`src/rtl/pipe_pkg.sv`:
```
// Shared definitions for the RV32IM pipeline stage registers: bubble encoding,
// skid-buffer state type, counter width default and per-stage payload layouts.
package pipe_pkg;

    localparam logic [31:0] NOP_INSTR       = 32'h00000013;
    localparam int          STALL_CNT_W_DEF = 16;

    typedef enum logic [1:0] {
        EMPTY = 2'd0,
        ONE   = 2'd1,
        TWO   = 2'd2
    } skid_state_e;

    typedef struct packed {
        logic [31:0] pc;
        logic [31:0] instr;
    } if_id_t;

    typedef struct packed {
        logic [31:0] pc;
        logic [31:0] rs1_val;
        logic [31:0] rs2_val;
        logic [31:0] imm;
        logic [4:0]  rd;
        logic [3:0]  alu_op;
        logic        mem_rd;
        logic        mem_wr;
        logic        reg_wr;
    } id_ex_t;

    typedef struct packed {
        logic [31:0] alu_res;
        logic [31:0] store_val;
        logic [4:0]  rd;
        logic        mem_rd;
        logic        mem_wr;
        logic        reg_wr;
    } ex_mem_t;

    typedef struct packed {
        logic [31:0] wb_val;
        logic [4:0]  rd;
        logic        reg_wr;
    } mem_wb_t;

endpackage

```
`src/rtl/pipe_skid_buf.sv`:
```
// Second entry and EMPTY/ONE/TWO state machine for the skid-mode stage register.
// Tells the parent when to load its main entry and from where; state is readable as u_skid.state.
module pipe_skid_buf
    import pipe_pkg::*;
#(
    parameter int DATA_W = 32
) (
    input  logic              clk,
    input  logic              rst_n,
    input  logic              flush,
    input  logic              in_valid,
    input  logic [DATA_W-1:0] in_data,
    input  logic              out_ready,
    output logic              in_ready,
    output logic              out_valid,
    output logic              load_in,
    output logic              load_skid,
    output logic              clear_main,
    output logic [DATA_W-1:0] skid_data
);

    skid_state_e state, state_nxt;
    logic        skid_we;

    always_ff @(posedge clk or negedge rst_n) begin
        if (!rst_n) state <= EMPTY;
        else        state <= state_nxt;
    end

    always_ff @(posedge clk or negedge rst_n) begin
        if (!rst_n)       skid_data <= '0;
        else if (skid_we) skid_data <= in_data;
    end

    // Both handshake outputs decode only the state register, so neither input side sees a comb path.
    assign in_ready  = (state != TWO);
    assign out_valid = (state != EMPTY);

    always_comb begin
        state_nxt  = state;
        load_in    = 1'b0;
        load_skid  = 1'b0;
        clear_main = 1'b0;
        skid_we    = 1'b0;
        if (flush) begin
            state_nxt = EMPTY;
        end else begin
            case (state)
                EMPTY: if (in_valid) begin
                    state_nxt = ONE;
                    load_in   = 1'b1;
                end
                ONE: begin
                    if (out_ready && in_valid) begin
                        load_in = 1'b1;
                    end else if (out_ready) begin
                        state_nxt  = EMPTY;
                        clear_main = 1'b1;
                    end else if (in_valid) begin
                        state_nxt = TWO;
                        skid_we   = 1'b1;
                    end
                end
                TWO: if (out_ready) begin
                    state_nxt = ONE;
                    load_skid = 1'b1;
                end
                default: state_nxt = EMPTY;
            endcase
        end
    end

endmodule

```
`src/rtl/pipe_stage_reg.sv`:
```
// Pipeline stage register with valid/ready handshake, flush-to-bubble and saturating stall counter.
// Define PIPE_STAGE_SKID_EN for the two-entry skid build with registered in_ready.
module pipe_stage_reg
    import pipe_pkg::*;
#(
    parameter int                DATA_W      = 32,
    parameter logic [DATA_W-1:0] BUBBLE_VAL  = DATA_W'(NOP_INSTR),
    parameter int                STALL_CNT_W = STALL_CNT_W_DEF
) (
    input  logic                   clk,
    input  logic                   rst_n,
    input  logic                   flush,
    input  logic                   in_valid,
    output logic                   in_ready,
    input  logic [DATA_W-1:0]      in_data,
    output logic                   out_valid,
    input  logic                   out_ready,
    output logic [DATA_W-1:0]      out_data,
    output logic [STALL_CNT_W-1:0] stall_cycles
);

    // Handshake: a beat moves on a rising edge where valid && ready; flush overrides both sides.
    logic              load_in;
    logic              load_skid;
    logic              clear_main;
    logic [DATA_W-1:0] skid_data;

`ifdef PIPE_STAGE_SKID_EN
    pipe_skid_buf #(
        .DATA_W(DATA_W)
    ) u_skid (
        .clk       (clk),
        .rst_n     (rst_n),
        .flush     (flush),
        .in_valid  (in_valid),
        .in_data   (in_data),
        .out_ready (out_ready),
        .in_ready  (in_ready),
        .out_valid (out_valid),
        .load_in   (load_in),
        .load_skid (load_skid),
        .clear_main(clear_main),
        .skid_data (skid_data)
    );
`else
    logic out_valid_q;
    logic accept;
    logic drain;

    assign in_ready   = !out_valid_q || out_ready;
    assign out_valid  = out_valid_q;
    assign accept     = in_valid && in_ready && !flush;
    assign drain      = out_valid_q && out_ready;
    assign load_in    = accept;
    assign load_skid  = 1'b0;
    assign clear_main = drain && !accept;
    assign skid_data  = '0;

    always_ff @(posedge clk or negedge rst_n) begin
        if (!rst_n)      out_valid_q <= 1'b0;
        else if (flush)  out_valid_q <= 1'b0;
        else if (accept) out_valid_q <= 1'b1;
        else if (drain)  out_valid_q <= 1'b0;
    end
`endif

    // Main entry: holds the bubble whenever nothing valid is presented.
    always_ff @(posedge clk or negedge rst_n) begin
        if (!rst_n)          out_data <= BUBBLE_VAL;
        else if (flush)      out_data <= BUBBLE_VAL;
        else if (load_in)    out_data <= in_data;
        else if (load_skid)  out_data <= skid_data;
        else if (clear_main) out_data <= BUBBLE_VAL;
    end

    always_ff @(posedge clk or negedge rst_n) begin
        if (!rst_n)
            stall_cycles <= '0;
        else if (out_valid && !out_ready && !flush && (stall_cycles != '1))
            stall_cycles <= stall_cycles + 1'b1;
    end

endmodule

```
`config.mk`:
```
export PLATFORM = sky130hd
export DESIGN_NAME = pipe_stage_reg
export DESIGN_NICKNAME = d
export VERILOG_FILES = /design/src/rtl/pipe_pkg.sv /design/src/rtl/pipe_skid_buf.sv /design/src/rtl/pipe_stage_reg.sv
export SDC_FILE = /design/constraint.sdc
export NUM_CORES = 1
export LEC_CHECK = 0
export BUFFER_PORTS_ARGS = -buffer_cell sky130_fd_sc_hd__buf_2
export CORE_MARGIN = 3
export CORE_UTILIZATION = 50
export CTS_CLUSTER_DIAMETER = 60
export DETAILED_ROUTE_END_ITERATION = 10
export PLACE_DENSITY = 0.91
export REMOVE_ABC_BUFFERS = 1
export SLEW_MARGIN = 10
export SYNTH_ARGS = -nofsm -noshare
export SYNTH_HDL_FRONTEND = slang
export SYNTH_SLANG_ARGS = --single-unit
```
`constraint.sdc`:
```
create_clock -name clk -period 3.8 [get_ports clk]
set_input_delay 0.76 -clock clk [delete_from_list [all_inputs] [get_ports clk]]
set_output_delay 0.76 -clock clk [all_outputs]
set_load 0.005 [all_outputs]
```
Word level (Yosys, flattened, before mapping)
Cells that the tools add are included.
{"block": "word_totals", "out_inout_bits": 50, "inputBits": 37, "ff_bits": 49}
{"block": "classes", "muxes": 6, "eq_ne": 1, "reduce_logical": 14, "addsub": 1}
{"op": "32-bit two-way mux", "count": 3}
{"op": "16-bit by 1-bit adder with 16-bit output (second input constant)", "count": 1}
{"op": "16-bit != test (second input constant)", "count": 1}
{"op": "1-bit logical AND", "count": 7}
{"op": "3-bit nonzero test", "count": 2}
{"op": "1-bit logical NOT", "count": 4}
{"op": "1-bit two-way mux", "count": 3}
{"op": "1-bit logical OR", "count": 1}

Logic depth before layout (Yosys ltp)
Gate-level depths: netlist (run 1).
{"block": "depth", "depth_word": 9, "ltp_mapped": 7, "mapped_depth_nobuf": 6}

Worst setup path after synthesis (run 1)
OpenSTA, ideal clock, no wires.
{"block": "synth_timing", "path_type": "input to register", "from": "input port flush", "to": "register stall_cycles[14]", "n_path_buf": 0, "stages": 5, "arrival_ns": 1.920, "setup_slack_ns": 1.801, "setup_ns": 0.079, "cell_sequence": "or3b_4 -> nor3_2 -> a21bo_2 -> nor3b_2 -> xor2_1"}
{"block": "synth_between", "elab_chain_cells": 3}
{"element": "start: declaration", "line_no": "pipe_stage_reg.sv:12", "rtl": "input logic flush,"}
{"element": "1-bit logical NOT", "line_no": "pipe_stage_reg.sv:79", "rtl": "else if (out_valid && !out_ready && !flush && (stall_cycles != '1))"}
{"element": "1-bit logical AND (2 in series)", "line_no": "pipe_stage_reg.sv:79"}
{"element": "end signal: assignment", "line_no": "pipe_stage_reg.sv:80", "rtl": "stall_cycles <= stall_cycles + 1'b1;"}
{"element": "end: declaration", "line_no": "pipe_stage_reg.sv:19", "rtl": "output logic [STALL_CNT_W-1:0] stall_cycles"}
No other way between the ends.
A chain may end at the register's enable or synchronous reset.

Worst setup path in the final report (run 1)
{"block": "layout_timing", "from": "input port out_ready", "to": "register out_data[13]"}
{"block": "layout_between", "elab_chain_cells": 6, "elab_cells_between_ends": 9}
{"element": "start: declaration", "line_no": "pipe_stage_reg.sv:17", "rtl": "input logic out_ready,"}
{"element": "1-bit logical OR", "line_no": "pipe_stage_reg.sv:50", "rtl": "assign in_ready = !out_valid_q || out_ready;"}
{"element": "1-bit logical AND (2 in series)", "line_no": "pipe_stage_reg.sv:52", "rtl": "assign accept = in_valid && in_ready && !flush;"}
{"element": "1-bit logical NOT", "line_no": "pipe_stage_reg.sv:56", "rtl": "assign clear_main = drain && !accept;"}
{"element": "1-bit logical AND", "line_no": "pipe_stage_reg.sv:56"}
{"element": "3-bit nonzero test (no line)"}
{"element": "end signal: assignment", "line_no": "pipe_stage_reg.sv:71", "rtl": "else if (load_in) out_data <= in_data;"}
{"element": "end signal: assignment", "line_no": "pipe_stage_reg.sv:72", "rtl": "else if (load_skid) out_data <= skid_data;"}
{"element": "end: declaration", "line_no": "pipe_stage_reg.sv:18", "rtl": "output logic [DATA_W-1:0] out_data,"}
Parallel ways exist; a longest one is shown, timed or not.

==> results of run 1 <==
## where the power goes
| group | switching (mW) | internal, mW |
|---|---|---|
| sequential | 0.0381 | 0.562 |
| combinational | 0.0706 | 0.0735 |
| clock | 0.148 | 0.144 |
| total | 0.257 | 0.780 |
## per-layer routing
| layer | share of wire (%) | vias up |
|---|---|---|
| met1 | 41 | 766 |
| li1 | - | 720 |
| met2 | 54 | 36 |
| met3 | 3.7 | 5 |
| met5 | 0 | - |
| met4 | 1.1 | 0 |
## per-stage QoR
step	cells	power (mW)	worst slack (ps)	utilization, %
floorplan	143	0.663	1010	-
global placement	278	0.748	1430	65.5
detailed placement	278	0.755	1360	65.5
CTS	285	1.05	1670	67.8
global route	285	1.09	1540	67.8
finish	285	1.04	1660	67.8
## final timing paths
kind | to | slack (ps) | cells past startpoint
max | out_data[13] | 1660 | 6
min | out_data[7] | 500 | 1
max reg2reg | out_data[13] | 1830 | 5
min reg2reg | out_data[7] | 500 | 1
max in group asynchronous | stall_cycles[1] | 2510 | 1
min in group asynchronous | stall_cycles[10] | 650 | 1
## area by class of cell
type / count / area (sq um)
clock buffers: 7 / 86.3
fillers: 286 / 1200
inverters: 2 / 7.51
multi-input cells: 92 / 698
flip-flops and latches: 49 / 1230
well taps: 48 / 60.1
repair buffers: 87 / 438
## kinds of logic (layout without fill, tap and decap cells)
group                    after synthesis  after routing  synth area share, %
AND/OR/NAND/NOR                       40             40                 12.1
adder cells (fa/ha/maj)                1              1                0.640
AO/OA/AOI/OAI                         36             36                 15.9
buffers and inverters                  8             96                 1.66
multiplexers                           1              1                0.576
flip-flops                            49             49                 62.9
XOR/XNOR                              14             14                 6.27
## state kept, by name, indices dropped and copies added, names as in the netlist
register,flops
out_data,32
out_valid,1
stall_cycles,16
## critical path, delay by kind of cell
| family | cells | cell delay, ps |
|---|---|---|
| buffers and inverters | 2 | 230 |
| AOI/OAI and AO/OA | 2 | 390 |
| and+or+nand+nor | 2 | 970 |
## cells in the mapped netlist, types with 2 or more instances
cell type / n / area share, %
dfrtp_1: 46 / 59
a22o_1: 29 / 13
nand2_1: 9 / 1.7
nor2_1: 7 / 1.3
xnor2_1: 7 / 3.1
xor2_1: 7 / 3.1
clkbuf_1: 4 / 0.77
and4_1: 3 / 1.3
dfstp_2: 3 / 4.0
nor3_1: 3 / 0.77
o22a_1: 3 / 1.3
and3_1: 2 / 0.64
buf_2: 2 / 0.51
inv_1: 2 / 0.38
nand3_1: 2 / 0.51
nand3b_1: 2 / 0.77
nand4_1: 2 / 0.64
nor3_2: 2 / 1.0
nor3b_1: 2 / 0.77
## layout by cell type (no fill, tap or decap), drive strengths merged, types with 2 or more instances in the layout
cell    instances
xnor2           7
nand2           9
inv             2
xor2            7
nor3b           3
nor3            5
a22o           29
nor2            7
nand3           2
o22a            3
dfstp           3
dfrtp          46
and4            3
buf            87
nand3b          2
nand4           2
clkbuf          7
and3            2
==> impl_results.md, run 1 <==
* Fmax at 467 MHz
* Post-DP HPWL at 3370 microns
* Worst Skew at 3.61 ps
* Unrepaired setup endpoints after global routing: no
* HP Start: out_data[7]
* CP startpoint kind: input port
* Core Box Area at 3720 sq um
* Dominant synthesized flop cell: dfrtp_1
* GRT overflow at 0
* CTS H-tree lvls at 2
* Vias in the first global route at 1482
* Die boundary height at 68.5 microns
* Post-synth cell types at 31
* Placer's final routability congestion estimate at 0.769
* Met3 usage at 2.92%
* Drt first pass iters at 4
* Mapped Area at 1960 sq um
* Vias at 1527
* Die width at 68.5 microns
* Max transition margin at 31.1%
* Cell Rows at 22
* Clk_lat worst skew at 280 ps
* Routing usage on met2 at 36.9%
* Crit-path cells: buf_2, nor2b_1, inv_1, o21ai_0, and2b_1, a22o_1
* Buffer count from post-CTS setup fixing at 0
* Post-synth EDFFs at 0
* Hold-fix buffers, CTS at 0
* Part of the cycle the worst path needs at 56.3%
* Synth async-reset ratio at 100%
* GRT Total Usage at 20.0%
* Max incr delay on CP at 760 ps
* I/O Buffers at 86
* Clock Sink Count at 49
* Drc violations at 0
* Initial Utilization at 52.6%
* Post-synthesis sequential area ratio at 62.9%
* FF+latch count, synth at 49
* Largest net degree at the start of global routing at 50
* Die area at 4700 sq um
* Clock Path Buffers at 2
* TritonCTS clock tree: built
* Overall routed net length at 4410 microns
* CP max stage cell: and2b_1
* Worst Path Arrival at 2360 ps
* Final hold violations at 0
* CP Capture Type: flip-flop
* CTS clk-pin slew, worst paths at 80 ps
* Setup CP Type: in -> reg
* Syn-to-layout area delta at 28.9%
* Total negative slack at 0 ps
* Routed Antenna Nets at 0
* Max cap viols at 0
* Initial antenna violation count at 0
* Critical R2R Launch: out_valid
* Ant diodes at 0
* Routed vias/inst at 5.36
* DR WL/cell at 15.5 microns
* Top Usage Layer GRT: met2
* Power Density at 412 nW/um^2
* Synthesized area per cell at 13.1 sq um
* Met1 GRT Util at 23.4%
* Gate Count Post-Synth at 149
* Worst-margin pin slew at 1030 ps
* Synth warnings at 0
* Finished Cell Area at 2520 sq um
* Pins over their slew limit at 0
* Share of layout cells above drive strength 1 at 43.5%
* Net count, final at 275
* First-pass GRT wire length at 6890 microns
* Setup Viol. Count Final at 0
* Post-DP Area at 2430 sq um
* Status: complete, no violations
* CP required at 4020 ps
* Top Ports at 87
* Hold Slack at 502 ps
* Worst Path Max Fanout at 29
* CTS Root Cell: clkbuf_8
* Leakage at 1.37 nW
* Initial drt markers at 138
* Final min period at 2140 ps
* Crit path launch: out_ready
* CTS buffer count at 5
* Max VDD drop at 0.286 mV
* Post-cts sizing count at 0
* Hold Path Class: reg -> reg
No activity file was read; power rests on OpenSTA's default activity.
==> run 2, diff against run 1 <==
Settings changed: CORE_UTILIZATION 50 to 46, PLACE_DENSITY 0.91 to 0.85.
Clock period 3.8 ns to 2.1 ns, I/O delays scaled along.
==> impl_results.md, run 2 (synthesis results as in run 1) <==
* Status: complete, no violations (unchanged)
* Top Usage Layer GRT: met2 (unchanged)
* Top Ports at 87 (unchanged)
* Core Box Area at 4060 sq um (was 3720 sq um)
* CTS buffer count at 5 (unchanged)
* Post-cts sizing count at 0 (unchanged)
* Clock Path Buffers at 2 (unchanged)
* Buffer count from post-CTS setup fixing at 0 (unchanged)
* Drt first pass iters at 5 (was 4)
* Clock Sink Count at 49 (unchanged)
* Die boundary height at 71.2 microns (was 68.5 microns)
* TritonCTS clock tree: built (unchanged)
* Top reg by flops: out_data (unchanged)
* Hold-fix buffers, CTS at 0 (unchanged)
* Net count, final at 279 (was 275)
* Max transition margin at 66.6% (was 31.1%)
* Final hold violations at 0 (unchanged)
* Layout Cells excl Fill at 292 (was 285)
* Worst Path Max Fanout at 5 (was 29)
* Syn-to-layout area delta at 31.2% (was 28.9%)
* Die area at 5070 sq um (was 4700 sq um)
* CTS Root Cell: clkbuf_8 (unchanged)
* Largest net degree at the start of global routing at 30 (was 50)
* Dpl cells at 284 (was 278)
* Commonest cells after routing, fill and taps aside: 86 x buf_2, 46 x dfrtp_1, 29 x a22o_1 (unchanged)
* Initial antenna violation count at 0 (unchanged)
* Pre-CTS WS at 182 ps (was 1360 ps)
* First-pass GRT wire length at 7270 microns (was 6890 microns)
* FILL cells at 322 (was 286)
* Post-DP HPWL at 3260 microns (was 3370 microns)
* CP Capture Type: flip-flop (unchanged)
* Drc violations at 0 (unchanged)
* Pins over their slew limit at 0 (unchanged)
* Routed Antenna Nets at 0 (unchanged)
* Total negative slack at 0 ps (unchanged)
* DR WL/cell at 14.7 microns (was 15.5 microns)
* Placer's final routability congestion estimate at 0.832 (was 0.769)
* Routing usage on met2 at 31.3% (was 36.9%)
* Setup Viol. Count Final at 0 (unchanged)
* CP required at 2280 ps (was 4020 ps)
* I/O Buffers at 86 (unchanged)
* Met3 usage at 2.41% (was 2.92%)
* PnR worst setup slack at 296 ps (was 1660 ps)
* CTS clk-pin slew, worst paths at 90 ps (was 80 ps)
* CTS H-tree lvls at 2 (unchanged)
* Hold Path Class: in -> async (was reg -> reg)
* Worst Skew at 6.36 ps (was 3.61 ps)
* Max VDD drop at 0.410 mV (was 0.286 mV)
* Setup CP Type: reg -> reg (was in -> reg)
* Worst-margin pin slew at 501 ps (was 1030 ps)
* Power Density at 737 nW/um^2 (was 412 nW/um^2)
* Fmax at 554 MHz
* Unrepaired setup endpoints after global routing: no (unchanged)
* Commonest non-fill, non-tap cell in the layout: buf_2 (unchanged)
* Initial Utilization at 48.2% (was 52.6%)
* Worst Path Arrival at 1980 ps (was 2360 ps)
* Routed vias/inst at 5.27 (was 5.36)
* Overall routed net length at 4290 microns (was 4410 microns)
* Final min period at 1800 ps
* Max cap viols at 0 (unchanged)
* CP startpoint kind: flip-flop (was input port)
* Initial drt markers at 72 (was 138)
* Vias in the first global route at 1598 (was 1482)
* Leakage at 1.39 nW (was 1.37 nW)
* Part of the cycle the worst path needs at 85.9%
* Ant diodes at 0 (unchanged)
* Share of layout cells above drive strength 1 at 44.6% (was 43.5%)
* Met1 GRT Util at 22.1% (was 23.4%)
* Clk_lat worst skew at 290 ps (was 280 ps)
* GRT Total Usage at 17.8% (was 20.0%)
* Max reg flops at 32 (unchanged)
* GRT overflow at 0 (unchanged)
* Vias at 1538 (was 1527)
* Die width at 71.2 microns (was 68.5 microns)
* Cell Rows at 23 (was 22)
## run 2: worst max-delay path, cell delays in order, from the launching register on
cell and delay, ps:
dfrtp_1 450, ha_1 240, nand3_1 140, nor2_1 80, and4_1 220, nor2_1 210
mux2_2 360
## run 2: metal layers
metal	part of all wire [%]	vias up
met5	0	-
met4	1.6	0
met1	41	750
met3	4.7	6
li1	-	730
met2	53	52
## run 2: stage by stage
stage                     power, mW  util, %  instance area, sq um  hold slack (ps)
after global routing           1.98     63.2                  2570              105
after global placement         1.36     61.1                  2480              405
after detailed placement       1.37     61.1                  2480              415
after floorplan                1.20        -                  1930              124
after CTS                      1.92     63.2                  2570             86.5
final                          1.89     63.2                  2570             78.3
## run 2: final timing paths
path	cells after the start	slack, ps	startpoint	to
max in group asynchronous	2	1420	rst_n	out_data[1]
hold reg to reg	1	500	stall_cycles[15]	stall_cycles[15]
setup / recovery	6	300	stall_cycles[0]	stall_cycles[1]
min in group clk	2	340	in_data[29]	out_data[29]
setup reg to reg	6	300	stall_cycles[0]	stall_cycles[1]
hold / removal	1	80	rst_n	out_data[29]
## run 2: area by class of cell
class | instances | area [sq um] | area share [%]
Clock inverter | 2 | 15.0 | 0.585
Tap cell | 50 | 62.6 | 2.44
Multi-Input combinational cell | 92 | 698 | 27.2
Inverter | 2 | 7.51 | 0.293
Sequential cell | 49 | 1230 | 47.9
Timing Repair Buffer | 91 | 480 | 18.7
Clock buffer | 6 | 72.6 | 2.83
## run 2: power breakdown
part           switching [mW]  leakage, nW  internal, mW
clock                   0.303       0.0374         0.235
combinational           0.124        0.697         0.140
sequential             0.0723        0.651          1.02
total                   0.500         1.39          1.39
